--- src/rtl/store_narrow.sv ---
// Store narrowing stage: formats SW/SH/SB into word address, replicated data and byte enables,
// buffers them in a DEPTH-entry FIFO and pulses ades on rejects. Optional macro: STORE_NARROW_CNT_EN.
module store_narrow #(
    parameter int DEPTH = 2,
    parameter int AW    = 32
) (
    input  logic          clk,
    input  logic          reset_n,
    input  logic          in_valid,
    output logic          in_ready,
    input  logic [AW-1:0] in_addr,
    input  logic [31:0]   in_data,
    input  logic [1:0]    in_sop,
    output logic          mem_valid,
    input  logic          mem_ready,
    output logic [AW-1:0] mem_addr,
    output logic [31:0]   mem_wdata,
    output logic [3:0]    mem_be,
    output logic          ades,
    output logic          idle
`ifdef STORE_NARROW_CNT_EN
    ,
    output logic [31:0]   st_count
`endif
);
    localparam int PW = $clog2(DEPTH);
    localparam int CW = $clog2(DEPTH + 1);
    localparam logic [CW-1:0] FULL_CNT = CW'(DEPTH);

    // Handshake: a transfer happens on a rising edge where valid && ready; valid never waits on ready.
    logic [AW-1:0] addr_q  [DEPTH];
    logic [AW-1:0] addr_d  [DEPTH];
    logic [31:0]   wdata_q [DEPTH];
    logic [31:0]   wdata_d [DEPTH];
    logic [3:0]    be_q    [DEPTH];
    logic [3:0]    be_d    [DEPTH];
    logic [PW-1:0] wr_ptr_q, wr_ptr_d;
    logic [PW-1:0] rd_ptr_q, rd_ptr_d;
    logic [CW-1:0] count_q, count_d;
    logic          ades_q, ades_d;

    logic [31:0] fmt_wdata;
    logic [3:0]  fmt_be;
    logic        reject;
    logic        accept;
    logic        push;
    logic        pop;

    always_comb begin
        fmt_wdata = in_data;
        fmt_be    = 4'b1111;
        reject    = 1'b0;
        case (in_sop)
            2'd0: begin
                reject = (in_addr[1:0] != 2'b00);
            end
            2'd1: begin
                fmt_wdata = {2{in_data[15:0]}};
                fmt_be    = in_addr[1] ? 4'b1100 : 4'b0011;
                reject    = in_addr[0];
            end
            2'd2: begin
                fmt_wdata = {4{in_data[7:0]}};
                fmt_be    = 4'b0001 << in_addr[1:0];
            end
            default: begin
                reject = 1'b1;
            end
        endcase
    end

    assign in_ready  = (count_q != FULL_CNT);
    assign mem_valid = (count_q != '0);
    assign idle      = (count_q == '0);
    assign accept    = in_valid && in_ready;
    // Rejected requests complete the handshake but never reach the FIFO.
    assign push      = accept && !reject;
    assign pop       = mem_valid && mem_ready;
    assign ades      = ades_q;

    assign mem_addr  = mem_valid ? addr_q[rd_ptr_q]  : '0;
    assign mem_wdata = mem_valid ? wdata_q[rd_ptr_q] : '0;
    assign mem_be    = mem_valid ? be_q[rd_ptr_q]    : '0;

    always_comb begin
        addr_d   = addr_q;
        wdata_d  = wdata_q;
        be_d     = be_q;
        wr_ptr_d = wr_ptr_q;
        rd_ptr_d = rd_ptr_q;
        count_d  = count_q;
        ades_d   = accept && reject;
        if (push) begin
            addr_d[wr_ptr_q]  = {in_addr[AW-1:2], 2'b00};
            wdata_d[wr_ptr_q] = fmt_wdata;
            be_d[wr_ptr_q]    = fmt_be;
            wr_ptr_d          = wr_ptr_q + PW'(1);
        end
        if (pop) begin
            rd_ptr_d = rd_ptr_q + PW'(1);
        end
        if (push && !pop) begin
            count_d = count_q + CW'(1);
        end else if (pop && !push) begin
            count_d = count_q - CW'(1);
        end
    end

    always_ff @(posedge clk or negedge reset_n) begin
        if (!reset_n) begin
            for (int i = 0; i < DEPTH; i++) begin
                addr_q[i]  <= '0;
                wdata_q[i] <= '0;
                be_q[i]    <= '0;
            end
            wr_ptr_q <= '0;
            rd_ptr_q <= '0;
            count_q  <= '0;
            ades_q   <= 1'b0;
        end else begin
            addr_q   <= addr_d;
            wdata_q  <= wdata_d;
            be_q     <= be_d;
            wr_ptr_q <= wr_ptr_d;
            rd_ptr_q <= rd_ptr_d;
            count_q  <= count_d;
            ades_q   <= ades_d;
        end
    end

`ifdef STORE_NARROW_CNT_EN
    logic [31:0] st_count_q, st_count_d;

    // Counts completed memory writes only; wraps naturally at 2^32.
    always_comb begin
        st_count_d = st_count_q;
        if (pop) begin
            st_count_d = st_count_q + 32'd1;
        end
    end

    always_ff @(posedge clk or negedge reset_n) begin
        if (!reset_n) begin
            st_count_q <= '0;
        end else begin
            st_count_q <= st_count_d;
        end
    end

    assign st_count = st_count_q;
`endif

endmodule

--- config.mk ---
export PLATFORM = sky130hd
export DESIGN_NAME = store_narrow
export DESIGN_NICKNAME = d
export VERILOG_FILES = /design/src/rtl/store_narrow.sv
export SDC_FILE = /design/constraint.sdc
export NUM_CORES = 1
export LEC_CHECK = 0
export BUFFER_PORTS_ARGS = -buffer_cell sky130_fd_sc_hd__buf_4
export CAP_MARGIN = 15
export CELL_PAD_IN_SITES_DETAIL_PLACEMENT = 2
export CELL_PAD_IN_SITES_GLOBAL_PLACEMENT = 2
export CORE_UTILIZATION = 39
export CTS_CLUSTER_DIAMETER = 40
export DETAILED_ROUTE_END_ITERATION = 16
export GPL_TIMING_DRIVEN = 0
export HOLD_SLACK_MARGIN = 0.03
export PLACE_DENSITY_LB_ADDON = 0.08
export SKIP_CTS_REPAIR_TIMING = 1
export SYNTH_ARGS = -nofsm -noshare
export SYNTH_HDL_FRONTEND = slang
export SYNTH_SLANG_ARGS = --single-unit
--- constraint.sdc ---
create_clock -name clk -period 4.4 [get_ports clk]
set_input_delay 0 -clock clk [delete_from_list [all_inputs] [get_ports clk]]
set_output_delay 0 -clock clk [all_outputs]
set_load 0.1 [all_outputs]
==> Flow_metrics.wiki <==
{| class="wikitable"
! Metric !! Value
|-
| List of most frequent post-synthesis cells || sky130_fd_sc_hd__dfrtp_1, sky130_fd_sc_hd__nor2_1, sky130_fd_sc_hd__mux2i_1
|-
| Slowest cell on crit path || sky130_fd_sc_hd__clkbuf_1
|-
| Number of sinks driven by the clock tree || around 140
|-
| Critical path's top delay family || buffers and inverters
|-
| Number of buffers created by CTS || 17
|-
| Buf+Inv Stages, Crit Path || 4
|-
| Largest cells by area after synthesis || sky130_fd_sc_hd__dfrtp_1, sky130_fd_sc_hd__mux2i_1, sky130_fd_sc_hd__mux2_4, sky130_fd_sc_hd__mux2_2, sky130_fd_sc_hd__mux2_1
|-
| Path class of the lowest-slack min-delay path || primary input to register
|-
| Via count normalized by instance count || between 5 and 6
|-
| Post-Layout Inst Area || 9130 sq um
|-
| Post-detailed-placement cell area || 8160 sq um
|-
| Number of distinct library cell variants in the gate-level netlist after synthesis || 33
|-
| Most used flip-flop cell after synthesis || sky130_fd_sc_hd__dfrtp_1
|-
| Number of global-route vias before repair || 5480
|-
| Yosys warnings || 0
|-
| Startpoint of the worst register-to-register path || count_q[1]
|-
| CTS Root Cell || sky130_fd_sc_hd__clkbuf_16
|-
| Relative area change from synthesis to final layout || 34.3%
|-
| Cell with the most instances after synthesis || sky130_fd_sc_hd__dfrtp_1
|-
| F_max || between 300 and 400 MHz
|-
| Final hold violations || 0
|-
| Unrepaired setup endpoints after global routing || false
|-
| H-tree depth || 4
|-
| Synth top area share || roughly half
|-
| Number of iterations in the first detailed-routing pass || 4
|-
| Cell with the most instances on the worst path || sky130_fd_sc_hd__clkbuf_1
|-
| DIE WIDTH || 134 um
|-
| Syn Area/Cell || 12.7 sq um
|-
| Final-stage net count || slightly above 800
|-
| Pin count of the biggest net entering global routing || 80
|-
| Period minus WS final || 2.73 ns
|-
| Number of instances in the synthesized netlist || 534
|-
| Post-layout utilization of the core || 54.3%
|-
| Num rows || 47
|-
| Mapped Area || 6800 sq um
|-
| Worst flop-to-flop path endpoint || wdata_q[32]
|-
| Slew @ Worst Pin || 0.827 ns
|-
| Clock transition time at the flip-flop clock pins of the worst setup and hold paths || 0.05 ns
|-
| Routed Antenna Nets || 0
|-
| Via count of the routed design || ~4900
|-
| Start point of the worst min-delay path || in_data[14]
|-
| Max-cap violation count || 0
|-
| Die Y-Extent || 134 um
|-
| Run status || completed
|-
| Worst clock skew on the final layout || around 0.0045 ns
|-
| Endpoint arrival time on the critical path || 2.73 ns
|-
| Critical Path End Type || output port
|-
| Normalized max-slew margin || ~45%
|-
| Fraction of layout instances using a drive strength above 1 || between 30% and 40%
|-
| TritonCTS clock tree || built
|-
| Later-pin clock latency in the skew report || between 0.4 and 0.5 ns
|-
| Sum Neg Setup Slack || 0 ns
|-
| Worst hold path depth || 3
|-
| Wire length of the first global-routing pass || 30.9 mm
|-
| Total detailed-routing wirelength || approximately 21 mm
|-
| Count of pins over their slew limit || 0
|-
| Area of the die || ~18000 sq um
|-
| GRT Total Usage || between 20% and 30%
|-
| Part of the Yosys area used for sequential elements || roughly 50%
|-
| Count of port buffers added during placement || 139
|-
| Worst Setup Start Kind || register
|-
| CP Data Required Time || 4.40 ns
|-
| Final setup violation count || 0
|-
| Total inserted antenna cells || 0
|-
| Worst-case register-to-register setup slack || 2.29 ns
|-
| Iteration-0 DRC count of the detailed router || 125
|-
| Initial Utilization || 40.4%
|-
| Gpl congestion || 0.787
|-
| Grt total ovfl || 0
|-
| Flops & latches, synth || 137
|-
| Clock Path Buffers || 2
|-
| Post-DP HPWL || 13.9 mm
|-
| Cell breakdown of the critical path || or2_2 -> inv_1 -> clkbuf_1 -> clkbuf_1 -> nor2_1 -> buf_4
|-
| Number of top-level pins || 142
|-
| Fraction of the cycle the final worst path needs || 62.0%
|-
| Slowest cell delay on critical path || 0.53 ns
|-
| Worst Setup Path Type || register to output port
|-
| Ys async rst share || 100%
|-
| Endpoint of the worst hold-timing path || wdata_q[46]
|-
| Max FO, Critical Path || 10
|-
| Depth of the worst register-to-register path || 6
|-
| DRC violation count after routing || 0
|-
| Total number of cells along the worst setup path || 6
|-
| Number of synthesized flops with an enable pin || 0
|-
| Average routed wire per standard cell || 21.5 um
|-
| Core outline area || 16800 sq um
|-
| Top cell type by total area after synthesis || sky130_fd_sc_hd__dfrtp_1
|-
| Antenna violations before repair || 0
|}
[per-layer routing]
layer | track usage (%) | wire [um] | vias to the layer above
li1 | - | - | 2255
met1 | 27.0 | 8430 | 2546
met2 | 41.9 | 11400 | 118
met3 | 5.90 | 778 | 22
met4 | 6.12 | 289 | 0
met5 | 0 | 0 | -
[registers in the layout, summed over array words and instances, names as in the netlist]
name,count
addr_q,60
rd_ptr_q,1
wr_ptr_q,1
ades,1
count_q,2
wdata_q,64
be_q,8
[metrics by stage]
step	instances	setup WS, ns	hold WS (ns)
global route	970	1.48	0.0545
global placement	894	2.12	0.227
floorplan	535	1.27	-0.296
finish	970	1.67	0.0413
CTS	922	1.60	-0.419
detailed placement	895	2.07	0.0193
[layout make-up]
cell class,count,area (sq um)
Timing Repair Buffer,188,1560
Fill cell,1606,7690
Tap cell,220,275
Clock buffer,22,444
Multi-Input combinational cell,344,3070
Inverter,15,56.3
Sequential cell,137,3430
Buffer,39,250
Clock inverter,5,52.6
[logic make-up after synthesis]
family / count (synthesis) / synth area share (%)
AOI/OAI and AO/OA: 41 / 4.27
xor gates and xnor gates: 5 / 0.644
adders and majority gates: 5 / 0.920
buffers and inverters: 54 / 4.51
DFF: 137 / 50.4
muxes: 198 / 33.8
other: 1 / 0.0551
and+or+nand+nor: 93 / 5.43
[how the worst max path moves through the flow]
stage,startpoint,end,slack [ns]
floorplan,count_q[0],mem_be[0],1.27
global placement,count_q[0],mem_wdata[14],2.12
detailed placement,count_q[0],mem_wdata[15],2.07
CTS,count_q[0],mem_wdata[15],1.60
global route,count_q[0],mem_wdata[6],1.48
finish,count_q[0],mem_wdata[14],1.67
[cell usage in the layout, fill, tap and decap left out, types with 2 or more instances in the layout]
cell type                       count
sky130_fd_sc_hd__mux2_4            40
sky130_fd_sc_hd__mux2_2            52
sky130_fd_sc_hd__buf_6              6
sky130_fd_sc_hd__ha_1               5
sky130_fd_sc_hd__nand2_1            9
sky130_fd_sc_hd__a21oi_1           11
sky130_fd_sc_hd__buf_8              4
sky130_fd_sc_hd__mux2i_1           66
sky130_fd_sc_hd__clkinv_2           3
sky130_fd_sc_hd__dfrtp_1          137
sky130_fd_sc_hd__o22ai_1            8
sky130_fd_sc_hd__xnor2_1            2
sky130_fd_sc_hd__buf_4            143
sky130_fd_sc_hd__dlygate4sd3_1     48
sky130_fd_sc_hd__a22oi_1            8
sky130_fd_sc_hd__nor2_1            76
sky130_fd_sc_hd__a22o_1             8
sky130_fd_sc_hd__clkbuf_16         17
sky130_fd_sc_hd__o21ai_0            4
sky130_fd_sc_hd__inv_1             15
sky130_fd_sc_hd__clkbuf_1          22
sky130_fd_sc_hd__buf_2              2
sky130_fd_sc_hd__buf_1              6
sky130_fd_sc_hd__conb_1             2
sky130_fd_sc_hd__mux2_1            40
sky130_fd_sc_hd__xor2_1             3
[worst reg2reg max path, delay by kind of cell (launching register included)]
family	cells	cell delay, ns
and+or+nand+nor	2	0.46
DFF	1	0.41
buffers and inverters	2	0.39
AOI/OAI and AO/OA	1	0.36
muxes	1	0.36
Power is left out: the tool's default activity adds up to more than one toggle a clock period on the data nets, which glitch-free logic cannot reach.
